File: config.mk
export PLATFORM = sky130hd
export DESIGN_NAME = branch_queue
export DESIGN_NICKNAME = d
export VERILOG_FILES = /design/src/rtl/branch_queue.sv
export SDC_FILE = /design/constraint.sdc
export NUM_CORES = 1
export LEC_CHECK = 0
export ABC_AREA = 1
export CORE_AREA = 2 2 324 326
export CTS_CLUSTER_DIAMETER = 40
export DETAILED_ROUTE_END_ITERATION = 10
export DIE_AREA = 0 0 326 328
export PLACE_DENSITY = 0.55
export SYNTH_ARGS = -nofsm -noshare
export SYNTH_HDL_FRONTEND = slang
export SYNTH_SLANG_ARGS = --single-unit
File: constraint.sdc
create_clock -name clk -period 12.45 [get_ports clk]
set_input_delay 2.49 -clock clk [delete_from_list [all_inputs] [get_ports clk]]
set_output_delay 2.49 -clock clk [all_outputs]
set_load 0.02 [all_outputs]
File: src/rtl/branch_queue.sv
// In-order queue of in-flight branches: allocated at dispatch, resolved out of order
// by the branch ALU, retired in order at commit, where mispredicts redirect and flush.
module branch_queue #(
  parameter int DEPTH = 8,
  parameter int ID_W  = $clog2(DEPTH)
) (
  input  logic            clk,
  input  logic            rst,
  input  logic            alloc_valid,
  input  logic [31:0]     alloc_pc,
  input  logic            alloc_pred_taken,
  input  logic [31:0]     alloc_pred_target,
  output logic            alloc_ready,
  output logic [ID_W-1:0] alloc_id,
  input  logic            res_valid,
  input  logic [ID_W-1:0] res_id,
  input  logic            res_taken,
  input  logic [31:0]     res_target,
  input  logic            commit_valid,
  output logic            commit_ready,
  output logic            redirect_valid,
  output logic [31:0]     redirect_pc,
  output logic [31:0]     mispredict_count
);

  // Handshakes: a transfer happens on a clock edge where valid && ready are both high;
  // valid without ready is ignored, and ready never depends on the same-cycle valid.
  localparam logic [ID_W:0] FULL = (ID_W+1)'(DEPTH);

  logic [DEPTH-1:0] valid_q;
  logic [DEPTH-1:0] resolved_q;
  logic [DEPTH-1:0] pred_taken_q;
  logic [DEPTH-1:0] act_taken_q;
  logic [31:0]      pc_q          [DEPTH];
  logic [31:0]      pred_target_q [DEPTH];
  logic [31:0]      act_target_q  [DEPTH];
  logic [ID_W-1:0]  head_q;
  logic [ID_W-1:0]  tail_q;
  logic [ID_W:0]    count_q;

  logic alloc_fire;
  logic commit_fire;
  logic res_fire;
  logic mispredict;

  assign alloc_ready  = (count_q != FULL);
  assign alloc_id     = tail_q;
  assign commit_ready = (count_q != '0) && valid_q[head_q] && resolved_q[head_q];
  assign alloc_fire   = alloc_valid && alloc_ready;
  assign commit_fire  = commit_valid && commit_ready;
  assign res_fire     = res_valid && valid_q[res_id] && !resolved_q[res_id];
  assign mispredict   = (act_taken_q[head_q] != pred_taken_q[head_q]) ||
                        (act_taken_q[head_q] && (act_target_q[head_q] != pred_target_q[head_q]));

  always_ff @(posedge clk) begin
    if (rst) begin
      valid_q          <= '0;
      resolved_q       <= '0;
      head_q           <= '0;
      tail_q           <= '0;
      count_q          <= '0;
      redirect_valid   <= 1'b0;
      redirect_pc      <= '0;
      mispredict_count <= '0;
    end else begin
      redirect_valid <= 1'b0;
      if (commit_fire && mispredict) begin
        // Everything younger than the head is wrong-path, including same-cycle traffic.
        valid_q          <= '0;
        resolved_q       <= '0;
        head_q           <= '0;
        tail_q           <= '0;
        count_q          <= '0;
        redirect_valid   <= 1'b1;
        redirect_pc      <= act_taken_q[head_q] ? act_target_q[head_q] : pc_q[head_q] + 32'd4;
        mispredict_count <= mispredict_count + 32'd1;
      end else begin
        if (alloc_fire) begin
          valid_q[tail_q]       <= 1'b1;
          resolved_q[tail_q]    <= 1'b0;
          pc_q[tail_q]          <= alloc_pc;
          pred_taken_q[tail_q]  <= alloc_pred_taken;
          pred_target_q[tail_q] <= alloc_pred_target;
          tail_q                <= tail_q + 1'b1;
        end
        if (res_fire) begin
          resolved_q[res_id]   <= 1'b1;
          act_taken_q[res_id]  <= res_taken;
          act_target_q[res_id] <= res_target;
        end
        if (commit_fire) begin
          valid_q[head_q]    <= 1'b0;
          resolved_q[head_q] <= 1'b0;
          head_q             <= head_q + 1'b1;
        end
        case ({alloc_fire, commit_fire})
          2'b10:   count_q <= count_q + 1'b1;
          2'b01:   count_q <= count_q - 1'b1;
          default: count_q <= count_q;
        endcase
      end
    end
  end

endmodule

[Word level (Yosys, flattened, before mapping)]
Memory sizes are Yosys's and may differ from the RTL's. A register that Yosys moved wholly into a read port is not among the register bits.
Index checks and enable logic that the tools add are counted.
Operators by class
  multipliers: 0
  add/subtract/negate cells: 6
  div/mod/pow operators: 0
  shift operators: 0
  multiplexer cells: 48
  magnitude comparators: 6
  reductions and logical operators: 18
  bitwise operators: 9
  eq/ne operators: 5
Operators with widths (number)
  $mux 8: 11
  $add 32x1->32 const B: 1
  $add 32x3->32 const B: 1
  $mux 32: 1
  $ne 32x32->1: 1
  $and 8x8->8: 3
  $bmux 1 s3: 6
  $mux 1: 18
  $mux 3: 6
  $bwmux 8: 2
  $not 8->8: 2
  $or 8x8->8: 2
  $lt 3x4->1 const B: 3
  $logic_and 1x1->1: 11
  $demux 1 s3: 3
  $ge 3x1->1 const B: 3
  $pmux 4 s2: 1
  $add 3x1->3 const B: 2
  $reduce_and 3->1: 2
  $add 4x1->4 const B: 1
  $ne 4x4->1 const B: 1
  $reduce_bool 4->1: 1
  $sub 4x1->4 const B: 1
  $eq 2x1->1 const B: 1
  7 further kinds: 8
Word-level totals
  logic and storage cells: 105
  memory bits (writable): 768
  memories: 3
  input bits: 106
  output and inout port bits: 70
  latch bits: 0
  ROM bits: 0
  register bits: 107
Memories
  act_target_q: words 8, bits a word 32, rd ports 1, clocked after Yosys merged registers in 1, wr ports 1, RTL line 36  | logic [31:0] act_target_q [DEPTH];
  pc_q: words 8, bits a word 32, rd ports 1, clocked after Yosys merged registers in 1, wr ports 1, RTL line 34  | logic [31:0] pc_q [DEPTH];
  pred_target_q: words 8, bits a word 32, rd ports 1, clocked after Yosys merged registers in 1, wr ports 1, RTL line 35  | logic [31:0] pred_target_q [DEPTH];

[Logic depth before layout (Yosys ltp)]
  word-level depth: 15
  mapped depth: 23
  gate-level depth less buffers: 20

[Worst setup path before layout]
No wires, ideal clock.
  path type: input-to-reg
  start: in commit_valid
  end: mem pc_q[0][0], enable pin
  library setup time: 486 ps
  data arrival time: 5790 ps
  path buffers: 1
  slack: 6174 ps
  required time: 11964 ps
  stages on the path: 6
  path through: nand2_1 -> clkinv_1 -> nand3_2 -> nand2_2 -> buf_2 -> nor2_1
Between the ends
  cells in the longest elaborated chain, start to end: 5
RTL lines
  from (decl): RTL line 19  | input logic commit_valid,
  $logic_and 1x1->1: RTL line 50  | assign commit_fire = commit_valid && commit_ready;
  $logic_and 1x1->1: RTL line 67  | if (commit_fire && mispredict) begin
  $mux 1: RTL line 67
  $mux 1: RTL line 56  | if (rst) begin
  $mux 1 (not written as such): RTL line 81  | pc_q[tail_q] <= alloc_pc;
  to (decl): RTL line 34
No other way between the ends.

==> metrics.cfg <==
[place]
dpl.cell_count=5907
port_buffers=175
place_congestion=0.9228
hpwl_mm=74.78
place_ws_ps=4834

[clock_network]
clock_latency_ps=730
clk_path_buf_depth=3
cts_sinks=878
numCtsBuffers=133
htree_levels=4
cts_setup_buffers=0
clkSlewWorstSetupHoldPaths_ps=50
root_buffer=clkbuf_16
cts_resized=0
cts_tree=yes
cts_hold_buf=0

[min_path]
hold_class=flip-flop to flip-flop

[sta]
slew_headroom=0.1620
fin_crit_sh=0.6153
layout_min_cycle_time_ps=7661
fmax_mhz=130.5
setup_slack_ps=4789
drv_slew=0
finalSetupTns_ps=0
finalClockSkew_ps=36.46
tightest_slew_ps=1257
hold_viol_final=0
final-setup-viol-count=0
rsz0062_at_grt=no

[global_route]
grt_pass1_vias=29490
grtUsageTotal=0.2270
grt-ovfl-total=0
antenna_found_initial=10
grt_pass1_wl_mm=183.3
grt_max_degree=164

[finish]
area_delta_synth_final_pct=17.52
fin_nets=4776
finalCoreUtilization=0.4674
layout-drive-gt1-share=0.06600
instances_no_fill=6157

[route]
wl_per_cell_um=19.71
vias_per_cell=4.957
wirelength_mm=121.4
detail-route-antenna-nets=0
firstDrtPassIters=7
route.vias.total=30520
drt_first_iter_violations=2577
drc=0

[synth]
synthTopCellsByArea=edfxtp_1, nand2_1, nand3_1, inv_1, dfxtp_1
ys.flop_type=edfxtp_1
async_reset_ff_frac=0
synth-seq-cells=878
avgSynthCellArea_um2=9.066
synthCells=4528
synthesis.area_um2=41050
yosysWarnings=0
yosys.area.top_type=edfxtp_1
synth_cell_type_count=38
synth_edf_count=784
syn_nets=4642
yosysSeqAreaShare=0.6194
yosys.area.top_type_share=0.5735

[worst_setup_path]
r2r_setup_slack_ps=4790
start_kind=flip-flop
critPathArrivalTime_ps=7990
crit_fanout=84
path_class=flip-flop to flip-flop
endpoint_kind=flip-flop
worstPathRequired_ps=12780

[run]
drv_cap=0

[die]
initial_core_util=0.3978
die_w_um=326
coreArea_um2=103200
rows=118
die_h_um=328
io_pins=176
die-area_um2=106900

[pwr]
p_per_area_nw_per_um2=148.4
vdd_drop_max_v=0.0001253
power.static_leakage_nw=20.43

[run_status]
status=finished clean

layer usage:
metal	up-vias	share of wire	global-route usage
li1	14940	-	-
met1	14420	0.43	0.3005
met2	922	0.47	0.3682
met3	229	0.063	0.04185
met4	8	0.036	0.09247
met5	-	0.00040	0
per-stage QoR:
| stage | power (mW) | cell area, um2 | hold WS [ps] |
|---|---|---|---|
| 5_1_grt | 7.359 | 48230 | 499.3 |
| 4_1_cts | 7.222 | 48230 | 475.3 |
| 3_5_place_dp | 3.498 | 43760 | 466.6 |
| 2_1_floorplan | 3.382 | 41050 | 450.5 |
| 6_report | 7.157 | 48240 | 467.9 |
| 3_3_place_gp | 3.496 | 43760 | 463.9 |
final timing paths:
kind / startpoint / end / cells after the start
worst min register to register: redirect_pc[26] / redirect_pc[26] / 2
worst max register to register: flip-flop / pc_q[2][1] / 19
worst min-delay path: redirect_pc[26] / redirect_pc[26] / 2
worst max-delay path: flip-flop / pc_q[2][1] / 19
cells by family (layout without fill, tap and decap cells):
kind of cell,after synthesis,count (layout),share of synthesized area
adders and majority gates,8,8,0.002621
buffers and inverters,792,1037,0.08297
and+or+nand+nor,2639,2639,0.2649
other,0,4,0
AOI/OAI and AO/OA,176,176,0.02268
DFF,878,878,0.6194
xor gates and xnor gates,35,35,0.007468
layout by cell type, fill, tap and decap left out, drive strengths merged, types with 10 or more instances in the layout:
master | netlist | layout
nand2 | 1693 | 1693
nand4 | 82 | 82
bufinv | 0 | 13
clkdlybuf4s50 | 0 | 175
nand3 | 489 | 489
o22ai | 10 | 10
xor2 | 31 | 31
edfxtp | 784 | 784
nor2 | 356 | 356
nor3 | 11 | 11
dfxtp | 94 | 94
a21oi | 13 | 13
o21ai | 138 | 138
clkinv | 2 | 46
inv | 576 | 595
clkbuf | 43 | 157
buf | 171 | 38
clkinvlp | 0 | 13
synth_stat cells, drive strengths merged (10+ instances only):
cell type / n
xor2: 31
clkbuf: 43
nor3: 11
nand4: 82
inv: 576
nand2: 1693
dfxtp: 94
buf: 171
o21ai: 138
nand3: 489
edfxtp: 784
a21oi: 13
nor2: 356
o22ai: 10
where the power goes:
part           switching [mW]  total (mW)  internal (mW)
registers             0.00662        3.24           3.24
clock network            1.39        3.72           2.33
logic                   0.138       0.195         0.0575
total                    1.54        7.16           5.62
worst max-delay path, cell delays in order (launching register included):
cell     delay [ps]
dfxtp_4         770
buf_4           790
buf_4           870
nor2_1          120
nor2_1          120
o21ai_1          80
nand3_1         130
nand2_1         160
nand2_1         140
nand2_1          70
nor2_1           90
nand3_1         110
nor2_1          110
nand3_1         340
nand3_2         160
buf_4           590
nand2_4         220
buf_4           460
nor2_4          820
buf_4           800
flip-flops by register name, indices dropped and copies added (netlist names), named ones only:
name and count:
valid_q 8, mispredict_count 32, pred_target_q 256, redirect_pc 32, act_taken_q 8, alloc_id 3
head_q 3, pred_taken_q 8, resolved_q 8, pc_q 256, redirect_valid 1, count_q 4
act_target_q 256
cell type report:
cell class | count | area [um2]
fill | 9692 | 54960
sequential | 878 | 25440
multi-input combinational | 2858 | 12350
clock buffer | 157 | 3543
inverter | 578 | 2195
timing repair buffer | 213 | 2049
tap | 1380 | 1727
clock inverter | 89 | 930.9
antenna | 4 | 10.01
Power figures use the tool's default switching activity.
